`src/rtl/reg_writeback_queue_pkg.sv`:
```
// Shared core types for the writeback queue: register/data widths, the zero register
// and the {reg, data} writeback entry.
package reg_writeback_queue_pkg;

    localparam int REG_ADDR_W = 5;
    localparam int DATA_W     = 64;
    localparam logic [REG_ADDR_W-1:0] ZERO_REG = 5'd31;

    typedef struct packed {
        logic [REG_ADDR_W-1:0] reg_addr;
        logic [DATA_W-1:0]     data;
    } wb_entry_t;

    function automatic logic is_zero_reg(input logic [REG_ADDR_W-1:0] r);
        return r == ZERO_REG;
    endfunction

endpackage

```
`src/rtl/wb_fwd_search.sv`:
```
// Forwarding search for one lookup port: youngest matching pending write wins,
// output stage is the oldest candidate.
module wb_fwd_search
    import reg_writeback_queue_pkg::*;
#(
    parameter int DEPTH = 4
) (
    input  wb_entry_t [DEPTH-1:0]     entries,   // age ordered, index 0 is the oldest
    input  logic [$clog2(DEPTH):0]    count,
    input  wb_entry_t                 out_entry,
    input  logic                      out_valid,
    input  logic [REG_ADDR_W-1:0]     lookup,
    output logic                      hit,
    output logic [DATA_W-1:0]         data
);

    localparam int CNT_W = $clog2(DEPTH) + 1;

    logic [DEPTH-1:0] slot_live;
    logic [DEPTH-1:0] slot_match;

    genvar gi;
    generate
        for (gi = 0; gi < DEPTH; gi++) begin : g_slot
            assign slot_live[gi]  = CNT_W'(gi) < count;
            assign slot_match[gi] = slot_live[gi] && (entries[gi].reg_addr == lookup);
        end
    endgenerate

    // Later (younger) slots override earlier ones, so the loop order encodes priority.
    always_comb begin
        hit  = 1'b0;
        data = '0;
        if (!is_zero_reg(lookup)) begin
            if (out_valid && (out_entry.reg_addr == lookup)) begin
                hit  = 1'b1;
                data = out_entry.data;
            end
            for (int k = 0; k < DEPTH; k++) begin
                if (slot_match[k]) begin
                    hit  = 1'b1;
                    data = entries[k].data;
                end
            end
        end
    end

endmodule

```
`src/rtl/reg_writeback_queue.sv`:
```
// Merges ALU and load writebacks into one ordered queue feeding a registered
// register-file write port, with bypass lookup over all pending writes.
module reg_writeback_queue
    import reg_writeback_queue_pkg::*;
#(
    parameter int DEPTH = 4
) (
    input  logic                      clk,
    input  logic                      reset,
    input  logic                      alu_valid,
    input  logic [REG_ADDR_W-1:0]     alu_reg,
    input  logic [DATA_W-1:0]         alu_data,
    input  logic                      mem_valid,
    input  logic [REG_ADDR_W-1:0]     mem_reg,
    input  logic [DATA_W-1:0]         mem_data,
    output logic                      in_ready,
    output logic [REG_ADDR_W-1:0]     write_reg,
    output logic [DATA_W-1:0]         write_data,
    output logic                      reg_write_enable,
    input  logic [REG_ADDR_W-1:0]     lookup_a,
    input  logic [REG_ADDR_W-1:0]     lookup_b,
    output logic                      fwd_hit_a,
    output logic [DATA_W-1:0]         fwd_data_a,
    output logic                      fwd_hit_b,
    output logic [DATA_W-1:0]         fwd_data_b,
    output logic [$clog2(DEPTH):0]    count
);

    localparam int PTR_W = $clog2(DEPTH);
    localparam int CNT_W = PTR_W + 1;

    wb_entry_t                store [DEPTH];
    logic [PTR_W-1:0]         wr_ptr_reg, wr_ptr_next;
    logic [PTR_W-1:0]         rd_ptr_reg, rd_ptr_next;
    logic [CNT_W-1:0]         count_reg, count_next;
    wb_entry_t                out_entry_reg;
    logic                     out_valid_reg;

    logic                     alu_push, mem_push, pop;
    logic [PTR_W-1:0]         mem_slot;
    wb_entry_t                alu_entry, mem_entry;
    wb_entry_t [DEPTH-1:0]    ordered;

    // Ready looks only at registered occupancy so two pushes always fit.
    assign in_ready = count_reg <= CNT_W'(DEPTH - 2);

    assign alu_push = alu_valid && in_ready && !is_zero_reg(alu_reg);
    assign mem_push = mem_valid && in_ready && !is_zero_reg(mem_reg);
    assign pop      = count_reg != '0;

    assign alu_entry = '{reg_addr: alu_reg, data: alu_data};
    assign mem_entry = '{reg_addr: mem_reg, data: mem_data};
    assign mem_slot  = wr_ptr_reg + PTR_W'(alu_push);

    assign wr_ptr_next = wr_ptr_reg + PTR_W'(alu_push) + PTR_W'(mem_push);
    assign rd_ptr_next = rd_ptr_reg + PTR_W'(pop);
    assign count_next  = count_reg + CNT_W'(alu_push) + CNT_W'(mem_push) - CNT_W'(pop);

    // Entry storage carries no reset; validity is tracked by the pointers alone.
    always_ff @(posedge clk) begin
        if (alu_push) begin
            store[wr_ptr_reg] <= alu_entry;
        end
        if (mem_push) begin
            store[mem_slot] <= mem_entry;
        end
    end

    always_ff @(posedge clk or posedge reset) begin
        if (reset) begin
            wr_ptr_reg    <= '0;
            rd_ptr_reg    <= '0;
            count_reg     <= '0;
            out_entry_reg <= '0;
            out_valid_reg <= 1'b0;
        end else begin
            wr_ptr_reg    <= wr_ptr_next;
            rd_ptr_reg    <= rd_ptr_next;
            count_reg     <= count_next;
            out_valid_reg <= pop;
            if (pop) begin
                out_entry_reg <= store[rd_ptr_reg];
            end
        end
    end

    genvar gi;
    generate
        for (gi = 0; gi < DEPTH; gi++) begin : g_order
            assign ordered[gi] = store[rd_ptr_reg + PTR_W'(gi)];
        end
    endgenerate

    wb_fwd_search #(.DEPTH(DEPTH)) u_fwd_a (
        .entries   (ordered),
        .count     (count_reg),
        .out_entry (out_entry_reg),
        .out_valid (out_valid_reg),
        .lookup    (lookup_a),
        .hit       (fwd_hit_a),
        .data      (fwd_data_a)
    );

    wb_fwd_search #(.DEPTH(DEPTH)) u_fwd_b (
        .entries   (ordered),
        .count     (count_reg),
        .out_entry (out_entry_reg),
        .out_valid (out_valid_reg),
        .lookup    (lookup_b),
        .hit       (fwd_hit_b),
        .data      (fwd_data_b)
    );

    assign write_reg        = out_entry_reg.reg_addr;
    assign write_data       = out_entry_reg.data;
    assign reg_write_enable = out_valid_reg;
    assign count            = count_reg;

endmodule

```
`config.mk`:
```
export PLATFORM = sky130hd
export DESIGN_NAME = reg_writeback_queue
export DESIGN_NICKNAME = d
export VERILOG_FILES = /design/src/rtl/reg_writeback_queue_pkg.sv /design/src/rtl/wb_fwd_search.sv /design/src/rtl/reg_writeback_queue.sv
export SDC_FILE = /design/constraint.sdc
export NUM_CORES = 1
export LEC_CHECK = 0
export CORE_MARGIN = 2
export CORE_UTILIZATION = 33
export CTS_CLUSTER_DIAMETER = 150
export DETAILED_ROUTE_END_ITERATION = 10
export SETUP_SLACK_MARGIN = 0.1
export SYNTH_ARGS = -nofsm -noshare
export SYNTH_HDL_FRONTEND = slang
export SYNTH_HIERARCHICAL = 1
export SYNTH_SLANG_ARGS = --single-unit
export TNS_END_PERCENT = 50
```
`constraint.sdc`:
```
create_clock -name clk -period 16.4 [get_ports clk]
set_input_delay 2.46 -clock clk [delete_from_list [all_inputs] [get_ports clk]]
set_output_delay 2.46 -clock clk [all_outputs]
set_load 0.005 [all_outputs]
```
* Word level (Yosys, flattened, before mapping)
Memory sizes are Yosys's and may differ from the RTL's.
Cells that the tools add are included.
** Word-level totals
- Register bits after elaboration :: 77
- Bits in writable memories :: 276
- Input port bits :: 152
- Output and inout port bits :: 204
- Logic and storage cells :: 80
- Memories :: 1
** Memories
- store :: words 4, width 69, read ports 4, clocked after memory_dff 0, wr ports 2, line reg_writeback_queue.sv:32 : wb_entry_t store [DEPTH];
** Operators by class
- Add/subtract/negate cells :: 9
- Magnitude comparators :: 5
- Eq/ne operators :: 14
- Multiplexer cells :: 28
- Reductions and logical operators :: 17
** Operators with widths (number)
- 2-to-1 mux 64 bit :: 12
- == test 5 bit :: 10
- == test 5 bit, second input constant :: 4
- 2-to-1 mux 1 bit :: 16
- logical AND 1 bit :: 14
- adder 2 x 1 -> 2 bit :: 3
- adder 3 x 1 -> 3 bit :: 2
- < comparator 1 x 3 -> 1 bit, first input constant :: 2
- < comparator 2 x 3 -> 1 bit, first input constant :: 2
- adder 2 bit, second input constant :: 2
- less-or-equal comparator 3 x 2 -> 1 bit, second input constant :: 1
- nonzero test 3 bit :: 1
- subtractor 3 x 1 -> 3 bit :: 1
- adder 2 x 1 -> 2 bit, second input constant :: 1
- zero test 1 bit :: 2

* Logic depth before layout (Yosys ltp)
Gate-level depths: netlist (run 1).
- Word-level depth :: 8
- Mapped depth :: 14
- Depth with buffers taken out :: 10

* By module
The synthesis (run 1) kept the hierarchy.
** By module, submodules not included
- reg_writeback_queue :: times used 1, cells an instance 1116, area each 21548.2 µm², sequential area each 10214.8 µm²
- wb_fwd_search :: times used 2, cells an instance 366, area each 3738.6 µm², sequential area each 0.0 µm²

* Worst setup path after synthesis (run 1)
No wires, ideal clock.
- Kind :: input to register
- From :: in alu_reg[2]
- To :: mem store[1][0] in the netlist's numbering, enable pin
- Library setup time :: 591 ps
- Arrival time :: 7749 ps
- Required time :: 15809 ps
- Path slack :: 8060 ps
- Cell stages on the path :: 4
- Buffers on the path :: 0
- Path through :: and3_1 -> nand3_1 -> nand3_1 -> o21ai_0
** RTL lines
- from (decl) :: line reg_writeback_queue.sv:11 : input logic [REG_ADDR_W-1:0] alu_reg,
- to (decl) :: line reg_writeback_queue.sv:32

* Final worst setup path (run 1)
- From :: in lookup_b[4]
- To :: out fwd_data_b[59]
** On the way
- Cells in the longest elaborated chain, start to end :: 8
- Elaborated cells between the ends (all ways) :: 17
** RTL lines
- from (decl) :: line reg_writeback_queue.sv:21 : input logic [REG_ADDR_W-1:0] lookup_b,
- == test 5 bit :: line wb_fwd_search.sv:35 : if (out_valid && (out_entry.reg_addr == lookup)) begin
- logical AND 1 bit :: line wb_fwd_search.sv:35
- 2-to-1 mux 64 bit :: line wb_fwd_search.sv:35
- 2-to-1 mux 64 bit (4 in series) :: line wb_fwd_search.sv:40 : if (slot_match[k]) begin
- 2-to-1 mux 64 bit (*) :: line wb_fwd_search.sv:34 : if (!is_zero_reg(lookup)) begin
- to (decl) :: line reg_writeback_queue.sv:25 : output logic [DATA_W-1:0] fwd_data_b,
Mark *: on every way between the ends. The rest lies on a longest branch, timed or not.

==> results of run 1 <==
power breakdown:
part / switching, mW / leakage (nW) / internal [mW]
Sequential: 0.336 / 3.41 / 1.33
Clock: 0.424 / 0.709 / 0.594
Combinational: 1.92 / 6.68 / 2.00
Total: 2.68 / 10.8 / 3.93
worst max-delay path: stages:
cell	delay, ns
clkdlybuf4s50_1	0.70
xor2_1	0.23
nor4_1	0.09
and3_4	0.37
buf_4	0.43
nor2b_4	1.01
buf_4	0.71
a22oi_1	0.16
o32ai_2	0.24
clkdlybuf4s50_1	0.58
routing by layer:
layer  track usage, %  vias to the layer above
li1                 -                     8471
met1            28.93                    11122
met2            36.51                     1103
met3            5.996                      274
met4            9.571                       18
met5                0                        -
layout make-up:
type                    instances  area share [%]
multi-input cells            1269           49.75
clock buffers                  63           3.656
well taps                    1155           4.240
clock inverters                23          0.6241
inverters                       9          0.1065
diodes                         15          0.1101
flip-flops and latches        353           29.99
repair buffers                403           11.52
cell families after synthesis:
| kind of cell | count (synthesis) | share of synthesized area (%) |
|---|---|---|
| multiplexers | 621 | 35.69 |
| AO/OA/AOI/OAI | 395 | 16.85 |
| flip-flops | 353 | 35.19 |
| buffers and inverters | 226 | 6.871 |
| AND/OR/NAND/NOR | 192 | 3.336 |
| XOR/XNOR | 54 | 1.707 |
| adder cells (fa/ha/maj) | 7 | 0.3535 |
how the worst max path moves through the flow:
stage / end / slack (ns) / cells past startpoint
2_1_floorplan: store[1][0]$_DFFE_PP_ / 8.06 / 4
3_3_place_gp: fwd_data_b[59] / 7.07 / 10
3_5_place_dp: fwd_data_a[59] / 7.00 / 10
4_1_cts: fwd_data_a[59] / 6.98 / 10
5_1_grt: fwd_data_b[59] / 6.91 / 10
6_report: fwd_data_b[59] / 6.85 / 10
cells in the final DEF, fill, tap and decap left out, drive strengths merged, types with 4 or more instances in the layout:
| master | netlist | routed |
|---|---|---|
| edfxtp | 276 | 276 |
| a221oi | 126 | 126 |
| nor4 | 6 | 6 |
| dfrtp | 77 | 77 |
| a21oi | 4 | 4 |
| inv | 9 | 10 |
| mux4 | 276 | 276 |
| nor2 | 137 | 137 |
| and3 | 4 | 4 |
| clkinv | 0 | 17 |
| nand3 | 8 | 8 |
| diode | 0 | 15 |
| o32ai | 126 | 126 |
| xnor2 | 31 | 31 |
| nand2 | 4 | 4 |
| nor3 | 10 | 10 |
| clkdlybuf4s50 | 0 | 355 |
| clkbuf | 10 | 63 |
| xor2 | 23 | 23 |
| mux2 | 345 | 345 |
| ha | 5 | 5 |
| buf | 183 | 48 |
| nand4 | 7 | 7 |
| a22oi | 126 | 126 |
| o21ai | 6 | 6 |
| bufinv | 0 | 4 |
==> flow_metrics.py, run 1 <==
metrics = {
    "worst_setup_path": {
        "cp-end-kind": "primary output",
        "timing.critical_path.from": "lookup_b[4]",
        "r2r_start": "count[2]$_DFF_PP0_",
        "r2r_end": "store[3][40]$_DFFE_PP_",
        "cp-start-kind": "input port",
        "cp_max_fo": 36,
        "cp.required_ns": 13.94,
        "worst-endpoint-arrival_ns": 7.09,
        "worstRegToRegCells": 11,
        "path_class": "in2out",
        "r2r_slack_ns": 11.23,
    },
    "route": {
        "wl_microns": 105200,
        "routed-wl-met2_microns": 50010,
        "drt-wirelength-per-cell_microns": 31.99,
        "viasPerCell": 6.379,
        "drt-initial-drc-count": 1952,
        "highest_layer": "met5",
        "dr_wl_met3_microns": 9777,
        "drc": 0,
        "ant_nets": 0,
        "wl_met1_microns": 41300,
        "drt_pass1_iterations": 6,
        "vias": 20988,
    },
    "synth": {
        "ys_seq_elements": 353,
        "syn_area_sq_um": 29030,
        "synth.avg_cell_area_sq_um": 15.71,
        "synth_cell_types": 56,
        "ys_seq_area_share_pct": 35.19,
        "async_flop_share_pct": 21.81,
        "synth_area_leaders": "edfxtp_1 (29%), mux4_2 (21%), mux2_2 (9.7%)",
        "synth_edf_count": 276,
        "syn-num-nets": 2007,
        "synthTopCellsByCount": "edfxtp_1 (276), mux4_2 (276), mux2_2 (251), nor2_1 (135), a22oi_1 (126)",
        "yosys_warnings": 6,
        "synthFlopType": "edfxtp_1",
        "synthCells": 1848,
        "synth_top_area_share_pct": 28.55,
        "synth_top_area_cell": "edfxtp_1",
    },
    "timing": {
        "drv_slew": 0,
        "slew_headroom_pct": 14.04,
        "max_freq_mhz": 104.7,
        "tightest_slew_ns": 1.289,
        "hold_viol": 0,
        "layout_setup_ws_ns": 6.853,
        "min_period_ns": 9.547,
        "rsz0062_at_grt": "no",
        "min_period_over_period_pct": 58.22,
        "holdWs_ns": 0.5938,
        "fin_setup_tns_ns": 0,
        "skew_ns": 0.03311,
        "setup_violations": 0,
    },
    "global_route": {
        "grt_pass1_wl_microns": 151200,
        "grtUsageTotal_pct": 22.70,
        "antenna_found_initial": 25,
        "gr-total-overflow": 0,
        "grt_max_degree": 129,
        "grt_pass1_vias": 21728,
    },
    "cts": {
        "clk_latency_ns": 0.60,
        "htreeDepth": 2,
        "clockBufferDepth": 3,
        "clock_sinks": 353,
        "cts_root_buffer": "clkbuf_16",
        "cts_setup_buffers": 0,
        "clkTransAtPathRegs_ns": 0.06,
        "ctsHoldBuffers": 0,
        "cts_tree": "done",
        "cts_buffers": 47,
        "cts_resized": 0,
    },
    "floorplan": {
        "ios": 356,
        "die_height_microns": 300.6,
        "start_util_pct": 33.35,
        "rows": 108,
        "die_area_sq_um": 90350,
        "die_x_microns": 300.6,
        "coreArea_sq_um": 87020,
    },
    "place": {
        "preCtsSetupSlack_ns": 7.002,
        "dpl.hpwl_microns": 65060,
        "dp.cells": 3189,
        "post_dp_cell_area_sq_um": 32590,
        "numPortBuffers": 355,
        "gp_congestion": 0.9174,
    },
    "layout": {
        "drive_above_1_share_pct": 46.18,
        "fillers": 8077,
        "multi_input_area_sq_um": 16960,
        "utilization_pct": 39.17,
        "regArea_sq_um": 10220,
        "nets": 2242,
        "finalInstanceArea_sq_um": 34080,
        "largest_reg_flops": 276,
        "fin_cells": 3290,
        "area_growth_pct": 17.43,
    },
    "hold_path": {
        "hold_path.class": "reg2reg",
        "hold_end": "write_data[52]$_DFFE_PP0N_",
        "holdPathStages": 1,
        "holdCritStartpoint": "write_data[52]$_DFFE_PP0N_",
    },
    "status": {
        "status": "complete, no violations",
    },
    "flow_run": {
        "cap_violations": 0,
    },
    "pwr": {
        "powerDensity_nw_per_um2": 193.9,
        "leakage_nw": 10.80,
        "peakVddDrop_v": 0.0001213,
        "p_total_mw": 6.607,
    },
}
(Power assumes the default switching activity.)
==> run 2: changes to the inputs <==
- clock period: 16.4 -> 9.7 ns (I/O delays scaled with it)
==> run 2 against run 1 <==
  * Utilization grew 0.055 points
  * Sequential power grew 73%
  * Clock-buffer cell count grew 6
  * Non-clock buffer count grew 1
  * Critical path depth shrank 1
  * Critical endpoint is now fwd_data_a[39]
  * Critical path type is now reg2out
  * Largest power group unchanged
  * Final area grew 0.14%
==> flow_metrics.py, run 2 (same netlist as run 1, synthesis figures left out) <==
metrics = {
    "worst_setup_path": {
        "timing.critical_path.from": "rd_ptr_reg[1]$_DFF_PP0_",
        "r2r_slack_ns": 4.49,
        "worstRegToRegCells": 11,
        "worst-endpoint-arrival_ns": 6.15,
        "r2r_start": "count[2]$_DFF_PP0_",
        "cp_max_fo": 65,
        "cp.required_ns": 8.25,
        "cp-end-kind": "primary output",
        "worstPathCellList": "buf_4 -> mux4_2 -> xnor2_1 -> nand4_1 -> or3_4 -> nor3_1 -> or4_1 -> o21ai_0 -> clkdlybuf4s50_1",
        "cp-start-kind": "register",
        "critPathMaxStageDelay_ns": 1.10,
        "r2r_end": "store[3][43]$_DFFE_PP_",
        "path_class": "reg2out",
        "slowest_stage": "dfrtp_4",
    },
    "cts": {
        "cts_resized": 0,
        "clock_sinks": 353,
        "htreeDepth": 2,
        "clk_latency_ns": 0.59,
        "clockBufferDepth": 3,
        "clkTransAtPathRegs_ns": 0.06,
        "cts_root_buffer": "clkbuf_16",
        "cts_setup_buffers": 0,
        "ctsHoldBuffers": 0,
        "cts_buffers": 48,
        "cts_tree": "done",
    },
    "timing": {
        "setup_violations": 0,
        "min_period_ns": 7.607,
        "hold_viol": 0,
        "fin_setup_tns_ns": 0,
        "tightest_slew_ns": 1.245,
        "drv_slew": 0,
        "rsz0062_at_grt": "no",
        "max_freq_mhz": 131.5,
        "skew_ns": 0.02863,
        "slew_headroom_pct": 17.03,
        "min_period_over_period_pct": 78.42,
    },
    "global_route": {
        "grtUsageTotal_pct": 22.40,
        "grt_pass1_wl_microns": 149500,
        "gr-total-overflow": 0,
        "grt_max_degree": 129,
        "antenna_found_initial": 27,
        "grt_pass1_vias": 21726,
    },
    "hold_path": {
        "holdCritStartpoint": "write_data[63]$_DFFE_PP0N_",
        "hold_end": "write_data[63]$_DFFE_PP0N_",
        "hold_path.class": "reg2reg",
        "holdPathStages": 1,
    },
    "route": {
        "drt-wirelength-per-cell_microns": 31.54,
        "ant_nets": 0,
        "viasPerCell": 6.377,
        "vias": 21005,
        "wl_microns": 103900,
        "drt-initial-drc-count": 2031,
        "drc": 0,
        "drt_pass1_iterations": 5,
    },
    "place": {
        "numPortBuffers": 355,
        "dpl.hpwl_microns": 64610,
        "gp_congestion": 0.8475,
    },
    "layout": {
        "drive_above_1_share_pct": 46.54,
        "largest_reg_flops": 276,
        "fillers": 8079,
        "area_growth_pct": 17.59,
        "layout_common_cells": "clkdlybuf4s50_1 (355), mux4_2 (276), edfxtp_1 (276)",
        "final_common_cell": "clkdlybuf4s50_1",
        "nets": 2244,
    },
    "pwr": {
        "p_seq_share_pct": 26.1,
        "clkPwrFrac_pct": 15.6,
        "comb_power_share_pct": 58.3,
        "powerDensity_nw_per_um2": 325.3,
        "power.share.switching_pct": 40.21,
        "p_total_mw": 11.10,
        "p_switching_mw": 4.465,
        "leakage_nw": 10.83,
        "peakVddDrop_v": 0.0002460,
        "internal_power_mw": 6.639,
    },
    "flow_run": {
        "cap_violations": 0,
    },
    "floorplan": {
        "rows": 108,
        "die_height_microns": 300.6,
        "ios": 356,
        "die_area_sq_um": 90350,
        "coreArea_sq_um": 87020,
        "start_util_pct": 33.35,
        "die_x_microns": 300.6,
    },
    "status": {
        "status": "complete, no violations",
    },
}
## run 2: cell type report
class | count | area [sq um] | share of cell area [%]
diodes | 14 | 35.03 | 0.1026
clock buffers | 69 | 1321 | 3.871
clock inverters | 21 | 167.7 | 0.4912
inverters | 9 | 36.28 | 0.1063
multi-input cells | 1269 | 16960 | 49.68
flip-flops and latches | 353 | 10220 | 29.95
well taps | 1155 | 1445 | 4.234
repair buffers | 404 | 3946 | 11.56
## run 2: worst max-delay path by stage
stage                                  to  slack, ns  cells past startpoint
floorplan           store[1][0]$_DFFE_PP_       2.36                      4
global placement            fwd_data_b[5]       2.73                      9
detailed placement         fwd_data_b[14]       2.66                      9
CTS                        fwd_data_a[39]       2.09                      9
global route               fwd_data_a[39]       1.82                      9
finish                     fwd_data_a[39]       2.09                      9
## run 2: metal layers
layer	part of all wire (%)	vias up	track usage [%]
met2	48	1057	36.57
met1	40	11222	29.27
met3	7.5	242	4.192
met4	3.7	20	9.263
met5	0.10	-	0
li1	-	8464	-
## run 2: per-stage QoR
stage	cells	cell area (sq um)	utilization [%]	setup WS (ns)	hold WS, ns
3_3_place_gp	3190	32610	37.47	2.725	0.5493
5_1_grt	3293	34130	39.22	1.824	0.5991
2_1_floorplan	1848	29030	-	2.365	0.4734
4_1_cts	3280	34100	39.18	2.089	0.5703
6_report	3294	34130	39.22	2.093	0.5756
3_5_place_dp	3190	32610	37.47	2.659	0.5551
## run 2: power by group through the flow
stage / sequential [mW] / clock [mW] / combinational, mW
floorplan: 2.69 / 0 / 4.56
global placement: 2.86 / 0 / 6.38
detailed placement: 2.91 / 0 / 6.46
CTS: 2.89 / 1.77 / 6.48
global route: 2.98 / 1.82 / 6.84
finish: 2.89 / 1.74 / 6.47
## run 2: critical path, delay by kind of cell (launching register included)
kind                   cells  cell delay (ns)
AND/OR/NAND/NOR            4             1.77
buffers and inverters      2             1.34
flip-flops                 1             1.10
multiplexers               1             0.65
AO/OA/AOI/OAI              1             0.52
XOR/XNOR                   1             0.15
